$ cat src/rtl/vga_pkg.sv
//------------------------------------------------------------------------------
// vga_pkg
// 640x480@60 timing defaults, colour constants and shared types.
// Revision: 1.0
//------------------------------------------------------------------------------
`default_nettype none

package vga_pkg;

  localparam int H_ACTIVE = 640;
  localparam int H_FP     = 16;
  localparam int H_SYNC   = 96;
  localparam int H_BP     = 48;
  localparam int H_TOTAL  = H_ACTIVE + H_FP + H_SYNC + H_BP;

  localparam int V_ACTIVE = 480;
  localparam int V_FP     = 10;
  localparam int V_SYNC   = 2;
  localparam int V_BP     = 33;
  localparam int V_TOTAL  = V_ACTIVE + V_FP + V_SYNC + V_BP;

  localparam int CNT_W    = 10;

  typedef logic [2:0] rgb_t;

  localparam rgb_t BLACK = 3'b000;
  localparam rgb_t BLUE  = 3'b001;
  localparam rgb_t GREEN = 3'b010;
  localparam rgb_t RED   = 3'b100;
  localparam rgb_t WHITE = 3'b111;

  typedef struct packed {
    logic hsync;
    logic vsync;
    logic active;
  } sync_t;

  function automatic logic in_range(logic [CNT_W-1:0] v,
                                    logic [CNT_W-1:0] lo,
                                    logic [CNT_W-1:0] hi);
    return (v >= lo) && (v <= hi);
  endfunction

endpackage

`default_nettype wire

$ cat src/rtl/vga_if.sv
//------------------------------------------------------------------------------
// vga_if
// Raster coordinates, returned colour and pin-level outputs of the VGA stage.
// Revision: 1.0
//------------------------------------------------------------------------------
`default_nettype none

interface vga_if;
  logic [2:0] color_px;
  logic [9:0] x_px;
  logic [9:0] y_px;
  logic       activevideo;
  logic       line_start;
  logic       frame_start;
  logic       hsync;
  logic       vsync;
  logic       r;
  logic       g;
  logic       b;

  modport master (
    input  color_px,
    output x_px, y_px, activevideo, line_start, frame_start,
    output hsync, vsync, r, g, b
  );

  modport slave (
    output color_px,
    input  x_px, y_px, activevideo, line_start, frame_start,
    input  hsync, vsync, r, g, b
  );
endinterface

`default_nettype wire

$ cat src/rtl/vga_delay.sv
//------------------------------------------------------------------------------
// vga_delay
// WIDTH x DEPTH shift register, asynchronously reset to RST_VAL.
// Revision: 1.0
//------------------------------------------------------------------------------
`default_nettype none

module vga_delay #(
  parameter int               WIDTH   = 1,
  parameter int               DEPTH   = 1,
  parameter logic [WIDTH-1:0] RST_VAL = '0
) (
  input  logic             clk,
  input  logic             rst,
  input  logic [WIDTH-1:0] d_i,
  output logic [WIDTH-1:0] q_o
);

  logic [WIDTH-1:0] stage_q [DEPTH];

  always_ff @(posedge clk or posedge rst) begin
    if (rst) begin
      for (int i = 0; i < DEPTH; i++) begin
        stage_q[i] <= RST_VAL;
      end
    end else begin
      stage_q[0] <= d_i;
      for (int i = 1; i < DEPTH; i++) begin
        stage_q[i] <= stage_q[i-1];
      end
    end
  end

  assign q_o = stage_q[DEPTH-1];

endmodule

`default_nettype wire

$ cat src/rtl/vga_timing.sv
//------------------------------------------------------------------------------
// vga_timing
// VGA raster counters, sync generation and pixel output stage. Defining
// VGA_TEST_PATTERN_EN replaces color_px with eight 80-pixel colour bars.
// Revision: 1.0
//------------------------------------------------------------------------------
`default_nettype none

module vga_timing
  import vga_pkg::*;
#(
  parameter int H_ACTIVE = vga_pkg::H_ACTIVE,
  parameter int H_FP     = vga_pkg::H_FP,
  parameter int H_SYNC   = vga_pkg::H_SYNC,
  parameter int H_BP     = vga_pkg::H_BP,
  parameter int V_ACTIVE = vga_pkg::V_ACTIVE,
  parameter int V_FP     = vga_pkg::V_FP,
  parameter int V_SYNC   = vga_pkg::V_SYNC,
  parameter int V_BP     = vga_pkg::V_BP,
  parameter bit HS_POL   = 1'b0,
  parameter bit VS_POL   = 1'b0,
  parameter int PIPE_DLY = 1
) (
  input  logic  clk,
  input  logic  rst,
  vga_if.master vga
);

  localparam int H_TOT = H_ACTIVE + H_FP + H_SYNC + H_BP;
  localparam int V_TOT = V_ACTIVE + V_FP + V_SYNC + V_BP;

  localparam logic [CNT_W-1:0] H_LAST   = CNT_W'(H_TOT - 1);
  localparam logic [CNT_W-1:0] V_LAST   = CNT_W'(V_TOT - 1);
  localparam logic [CNT_W-1:0] H_ACT_C  = CNT_W'(H_ACTIVE);
  localparam logic [CNT_W-1:0] V_ACT_C  = CNT_W'(V_ACTIVE);
  localparam logic [CNT_W-1:0] HS_START = CNT_W'(H_ACTIVE + H_FP);
  localparam logic [CNT_W-1:0] HS_END   = CNT_W'(H_ACTIVE + H_FP + H_SYNC - 1);
  localparam logic [CNT_W-1:0] VS_START = CNT_W'(V_ACTIVE + V_FP);
  localparam logic [CNT_W-1:0] VS_END   = CNT_W'(V_ACTIVE + V_FP + V_SYNC - 1);

  generate
    if (H_TOT > 1024 || V_TOT > 1024) begin : g_chk_total
      $error("vga_timing: H_TOTAL and V_TOTAL must not exceed 1024");
    end
    if (PIPE_DLY < 1 || PIPE_DLY > 4) begin : g_chk_dly
      $error("vga_timing: PIPE_DLY must be in 1..4");
    end
  endgenerate

  logic             run_q;
  logic [CNT_W-1:0] h_cnt_q, h_cnt_d;
  logic [CNT_W-1:0] v_cnt_q, v_cnt_d;
  logic             activevideo_q, activevideo_d;
  logic             line_start_q, line_start_d;
  logic             frame_start_q, frame_start_d;

  always_ff @(posedge clk or posedge rst) begin
    if (rst) begin
      run_q         <= 1'b0;
      h_cnt_q       <= '0;
      v_cnt_q       <= '0;
      activevideo_q <= 1'b0;
      line_start_q  <= 1'b0;
      frame_start_q <= 1'b0;
    end else begin
      run_q         <= 1'b1;
      h_cnt_q       <= h_cnt_d;
      v_cnt_q       <= v_cnt_d;
      activevideo_q <= activevideo_d;
      line_start_q  <= line_start_d;
      frame_start_q <= frame_start_d;
    end
  end

  // The first edge after reset holds (0,0) so that coordinate is presented
  // as a full clock with frame_start; counting starts on the next edge.
  always_comb begin
    h_cnt_d = h_cnt_q;
    v_cnt_d = v_cnt_q;
    if (run_q) begin
      if (h_cnt_q == H_LAST) begin
        h_cnt_d = '0;
        v_cnt_d = (v_cnt_q == V_LAST) ? '0 : v_cnt_q + 1'b1;
      end else begin
        h_cnt_d = h_cnt_q + 1'b1;
      end
    end
    activevideo_d = (h_cnt_d < H_ACT_C) && (v_cnt_d < V_ACT_C);
    line_start_d  = (h_cnt_d == '0);
    frame_start_d = (h_cnt_d == '0) && (v_cnt_d == '0);
  end

  // Raw flags are forced inactive while the held (0,0) clock is shown, so
  // each coordinate enters the delay line exactly once.
  sync_t w_raw;

  always_comb begin
    w_raw.hsync  = (run_q && in_range(h_cnt_q, HS_START, HS_END)) ? HS_POL : ~HS_POL;
    w_raw.vsync  = (run_q && in_range(v_cnt_q, VS_START, VS_END)) ? VS_POL : ~VS_POL;
    w_raw.active = run_q && (h_cnt_q < H_ACT_C) && (v_cnt_q < V_ACT_C);
  end

  sync_t w_dly;
  rgb_t  w_rgb;

`ifdef VGA_TEST_PATTERN_EN
  localparam int                 DLY_W   = 6;
  localparam logic [DLY_W-1:0]   DLY_RST = {~HS_POL, ~VS_POL, 1'b0, BLACK};

  rgb_t             w_bar;
  rgb_t             w_bar_dly;
  logic [DLY_W-1:0] w_dly_q;

  assign w_bar = 3'(h_cnt_q / 10'd80);

  vga_delay #(
    .WIDTH   (DLY_W),
    .DEPTH   (PIPE_DLY),
    .RST_VAL (DLY_RST)
  ) u_delay (
    .clk (clk),
    .rst (rst),
    .d_i ({w_raw, w_bar}),
    .q_o (w_dly_q)
  );

  assign {w_dly, w_bar_dly} = w_dly_q;
  assign w_rgb = w_dly.active ? w_bar_dly : BLACK;
`else
  localparam int                 DLY_W   = 3;
  localparam logic [DLY_W-1:0]   DLY_RST = {~HS_POL, ~VS_POL, 1'b0};

  logic [DLY_W-1:0] w_dly_q;

  vga_delay #(
    .WIDTH   (DLY_W),
    .DEPTH   (PIPE_DLY),
    .RST_VAL (DLY_RST)
  ) u_delay (
    .clk (clk),
    .rst (rst),
    .d_i (w_raw),
    .q_o (w_dly_q)
  );

  assign w_dly = w_dly_q;
  // color_px is already PIPE_DLY clocks late, matching the delayed flag.
  assign w_rgb = w_dly.active ? rgb_t'(vga.color_px) : BLACK;
`endif

  assign vga.x_px        = h_cnt_q;
  assign vga.y_px        = v_cnt_q;
  assign vga.activevideo = activevideo_q;
  assign vga.line_start  = line_start_q;
  assign vga.frame_start = frame_start_q;
  assign vga.hsync       = w_dly.hsync;
  assign vga.vsync       = w_dly.vsync;
  assign vga.r           = w_rgb[2];
  assign vga.g           = w_rgb[1];
  assign vga.b           = w_rgb[0];

endmodule

`default_nettype wire
$ cat src/flat_wrapper.sv
// flat-port wrapper written by rule: the top's interface ports become plain ports
module vga_timing_flat import vga_pkg::*;
#(
  parameter int H_ACTIVE = vga_pkg::H_ACTIVE,
  parameter int H_FP     = vga_pkg::H_FP,
  parameter int H_SYNC   = vga_pkg::H_SYNC,
  parameter int H_BP     = vga_pkg::H_BP,
  parameter int V_ACTIVE = vga_pkg::V_ACTIVE,
  parameter int V_FP     = vga_pkg::V_FP,
  parameter int V_SYNC   = vga_pkg::V_SYNC,
  parameter int V_BP     = vga_pkg::V_BP,
  parameter bit HS_POL   = 1'b0,
  parameter bit VS_POL   = 1'b0,
  parameter int PIPE_DLY = 1
)
  (clk, rst, vga_color_px, vga_x_px, vga_y_px, vga_activevideo, vga_line_start, vga_frame_start, vga_hsync, vga_vsync, vga_r, vga_g, vga_b);
  vga_if vga_i ();
  input  logic clk;
  input  logic rst;
  input wire logic [$bits(vga_i.color_px)-1:0] vga_color_px;
  output wire logic [$bits(vga_i.x_px)-1:0] vga_x_px;
  output wire logic [$bits(vga_i.y_px)-1:0] vga_y_px;
  output wire logic [$bits(vga_i.activevideo)-1:0] vga_activevideo;
  output wire logic [$bits(vga_i.line_start)-1:0] vga_line_start;
  output wire logic [$bits(vga_i.frame_start)-1:0] vga_frame_start;
  output wire logic [$bits(vga_i.hsync)-1:0] vga_hsync;
  output wire logic [$bits(vga_i.vsync)-1:0] vga_vsync;
  output wire logic [$bits(vga_i.r)-1:0] vga_r;
  output wire logic [$bits(vga_i.g)-1:0] vga_g;
  output wire logic [$bits(vga_i.b)-1:0] vga_b;
  assign vga_i.color_px = vga_color_px;
  assign vga_x_px = vga_i.x_px;
  assign vga_y_px = vga_i.y_px;
  assign vga_activevideo = vga_i.activevideo;
  assign vga_line_start = vga_i.line_start;
  assign vga_frame_start = vga_i.frame_start;
  assign vga_hsync = vga_i.hsync;
  assign vga_vsync = vga_i.vsync;
  assign vga_r = vga_i.r;
  assign vga_g = vga_i.g;
  assign vga_b = vga_i.b;
  vga_timing #(.H_ACTIVE(H_ACTIVE), .H_FP(H_FP), .H_SYNC(H_SYNC), .H_BP(H_BP), .V_ACTIVE(V_ACTIVE), .V_FP(V_FP), .V_SYNC(V_SYNC), .V_BP(V_BP), .HS_POL(HS_POL), .VS_POL(VS_POL), .PIPE_DLY(PIPE_DLY)) u_core (.clk(clk), .rst(rst), .vga(vga_i));
endmodule
$ cat config.mk
export PLATFORM = sky130hd
export DESIGN_NAME = vga_timing_flat
export DESIGN_NICKNAME = d
export VERILOG_FILES = /design/src/rtl/vga_pkg.sv /design/src/rtl/vga_if.sv /design/src/rtl/vga_delay.sv /design/src/rtl/vga_timing.sv /design/src/flat_wrapper.sv
export SDC_FILE = /design/constraint.sdc
export NUM_CORES = 1
export LEC_CHECK = 0
export ABC_AREA = 1
export CORE_ASPECT_RATIO = 0.7
export CORE_MARGIN = 10
export CORE_UTILIZATION = 46
export CTS_CLUSTER_DIAMETER = 40
export DETAILED_ROUTE_END_ITERATION = 7
export PLACE_DENSITY = 0.72
export SLEW_MARGIN = 20
export SYNTH_ARGS = -nofsm -noshare
export SYNTH_HDL_FRONTEND = slang
export SYNTH_SLANG_ARGS = --single-unit
$ cat constraint.sdc
create_clock -name clk -period 1.8 [get_ports clk]
set_input_delay 0.27 -clock clk [delete_from_list [all_inputs] [get_ports clk]]
set_output_delay 0.27 -clock clk [all_outputs]
set_load 0.05 [all_outputs]
==> impl_results.md <==
* Die H at 70.5 um
* Outcome: finished clean
* Final Cycle Share at 96.6%
* Non-filler cells, final at 332
* Syn_nets at 243
* Slack of the critical path at 0.0613 ns
* Syn_area_per_cell at 7.16 um^2
* Netlist cell types at 25
* Clock Path Buffers at 2
* Most common cell after layout, fill and taps aside: nand2_1
* Worst path required time at 2.01 ns
* TritonRoute pass-1 iters at 4
* Peak VDD IR at 0.592 mV
* Port-buffer cells at 32
* Slew headroom at 65.8%
* Syn Inst Count at 234
* Area of the multi-input gates at 913 um^2
* Initial Util at 47.7%
* Max FO, Critical Path at 6
* FMAX at 575 MHz
* WL per Instance at 13.4 um
* Flop2flop setup slack at 0.06 ns
* RR Startpoint: u_core.vga.x_px[1]$_DFF_PP0_
* Overflow after GRT at 0
* Critical path capture point: u_core.vga.frame_start$_DFF_PP0_
* Mapped Area at 0.00168 mm^2
* # setup viols final at 0
* DRT antenna net count at 0
* Share of cells above drive strength 1 at 36.2%
* Layout Skew at 0.0104 ns
* Routed WL at 4440 um
* Final #Nets at 292
* Max-slew violations at 0
* DRC errors left at 0
* Post-Place Setup Slack at -0.0110 ns
* Routability cong. at 0.913
* TritonCTS clock tree: done
* Clock H-tree levels at 1
* Power per cell area at 852 mW/mm^2
* Critical path class: reg -> reg
* Post-synthesis sequential area ratio at 40.5%
* Worst Setup End Kind: flip-flop
* Root Driver: clkbuf_8
* Total track usage at 13.8%
* Via count at 1595
* Sequential cell area at 688 um^2
* Hold Buf Count CTS at 0
* Maximum number of pins on one net before global-route repair at 28
* Most frequent cells in the layout: nand2_1, inv_1, buf_4, nor2_1, dfrtp_1
* Antenna violations before repair at 0
* Clk sinks at 27
* Beginning of the critical path: u_core.vga.x_px[1]$_DFF_PP0_
* Hold slack at 0.354 ns
* Synth warn at 0
* Static Leak at 1.24 nW
* First-pass GRT wire length at 7480 um
* Hold Crit Class: in -> async
* Min cycle time layout at 1.74 ns
* RSZ-0062 raised after global routing: yes
* Final-report hold violation count at 0
* Num CTS Buffers at 3
* Worst R2R End: u_core.vga.frame_start$_DFF_PP0_
* Vias/cell at 4.80
* Total of flip-flops plus latches after synthesis at 27
* MaxCap Viol Count at 0
* HPWL after DPL at 3310 um
* Number of global-route vias before repair at 1587
* Fillers at 331
* Worst-margin pin slew at 0.511 ns
* Ports at 33
* Dpl cells at 320
* Worst EP arrival at 1.95 ns
* Worst-path clk slew at 0.09 ns
* DRT iter0 DRCs at 107
* Area growth from synthesis to layout at 37.3%
* Worst setup SP type: flip-flop
* FF-to-FF path depth at 12
* DIE WIDTH at 92.1 um
* Row cnt at 18
* Core area at 0.00351 mm^2
* Die Area at 0.00649 mm^2
* Antenna cells at 0
* Clk_lat worst skew at 0.27 ns
==> power breakdown <==
part / switching (mW) / leakage, nW / internal [mW]
combinational: 0.540 / 0.882 / 0.282
sequential: 0.123 / 0.336 / 0.679
clock: 0.181 / 0.0255 / 0.155
total: 0.844 / 1.24 / 1.12
==> layer usage <==
metal  global-route usage, %  vias up  part of all wire (%)
met4                    3.58        0                  0.61
met2                    20.1       57                    44
li1                        -      808                     -
met3                    4.38        2                   8.3
met5                       0        -                     0
met1                    19.0      728                    47
==> worst max-delay path, cell delays in order (launching register included) <==
cell	delay, ns
dfrtp_2	0.42
ha_4	0.16
nand2_4	0.06
nor2_4	0.13
nand2_4	0.08
nor2_8	0.13
buf_12	0.14
nor2_4	0.03
nor2_1	0.10
nand2_1	0.10
nor2_2	0.13
nand3_1	0.08
nor2_1	0.10
==> cells in the mapped netlist, drive strengths merged <==
master / count / area, um^2
nand2: 73 / 297
dfstp: 2 / 52.6
nand4: 4 / 25.0
dfrtp: 25 / 626
inv: 43 / 161
nor4: 2 / 12.5
nor2: 37 / 175
a21oi: 2 / 10.0
o21bai: 2 / 15.0
xor2: 1 / 8.76
and2: 1 / 6.26
nor3: 4 / 20.0
conb: 1 / 3.75
nand3: 23 / 145
buf: 2 / 27.5
o21ai: 8 / 40.0
ha: 4 / 50.1
==> how the worst min path moves through the flow <==
stage                                                   to  slack [ns]  depth (start not counted)
after floorplan                     u_core.run_q$_DFF_PP0_        0.32                          1
after global placement        u_core.vga.y_px[8]$_DFF_PP0_        0.60                          2
after detailed placement   u_core.u_delay.q_o[2]$_DFF_PP1_        0.59                          1
after CTS                     u_core.vga.y_px[9]$_DFF_PP0_        0.36                          3
after global routing          u_core.vga.y_px[9]$_DFF_PP0_        0.40                          3
final                     u_core.vga.frame_start$_DFF_PP0_        0.35                          3
==> area by class of cell <==
class | instances | share of cell area [%]
timing repair buffer | 46 | 18.7
sequential | 27 | 29.9
tap | 50 | 2.72
inverter | 43 | 7.01
multi-input combinational | 162 | 39.7
clock inverter | 1 | 0.218
clock buffer | 3 | 1.79
==> cell families after synthesis <==
family	share of synthesized area (%)
and+or+nand+nor	40.6
AOI/OAI and AO/OA	3.88
buffers and inverters	11.3
other	0.224
DFF	40.5
adders and majority gates	2.99
xor gates and xnor gates	0.523
==> per-stage QoR <==
| stage | setup TNS, ns | area, um^2 | utilization [%] | power, mW |
|---|---|---|---|---|
| floorplan | 0 | 1700 | - | 1.29 |
| global route | -0.0725 | 2300 | 65.5 | 2.09 |
| finish | 0 | 2300 | 65.5 | 1.96 |
| global placement | 0 | 2070 | 59.0 | 1.52 |
| detailed placement | -0.0134 | 2070 | 59.0 | 1.53 |
| CTS | 0 | 2180 | 62.0 | 1.88 |
==> flip-flops by register name, indices dropped and copies added, names as in the netlist <==
register / flops
u_core.vga.activevideo: 1
u_core.vga.frame_start: 1
u_core.vga.line_start: 1
u_core.run_q: 1
u_core.vga.x_px: 10
u_core.vga.y_px: 10
u_core.u_delay.q_o: 3
==> repair_timing <==
action / in CTS / in global routing
buffers inserted: 4 / 4
resized for setup: 1 / 34
pin swaps: 1 / 14
setup endpoints to repair: 2 / 3
Power figures use the tool's default switching activity.
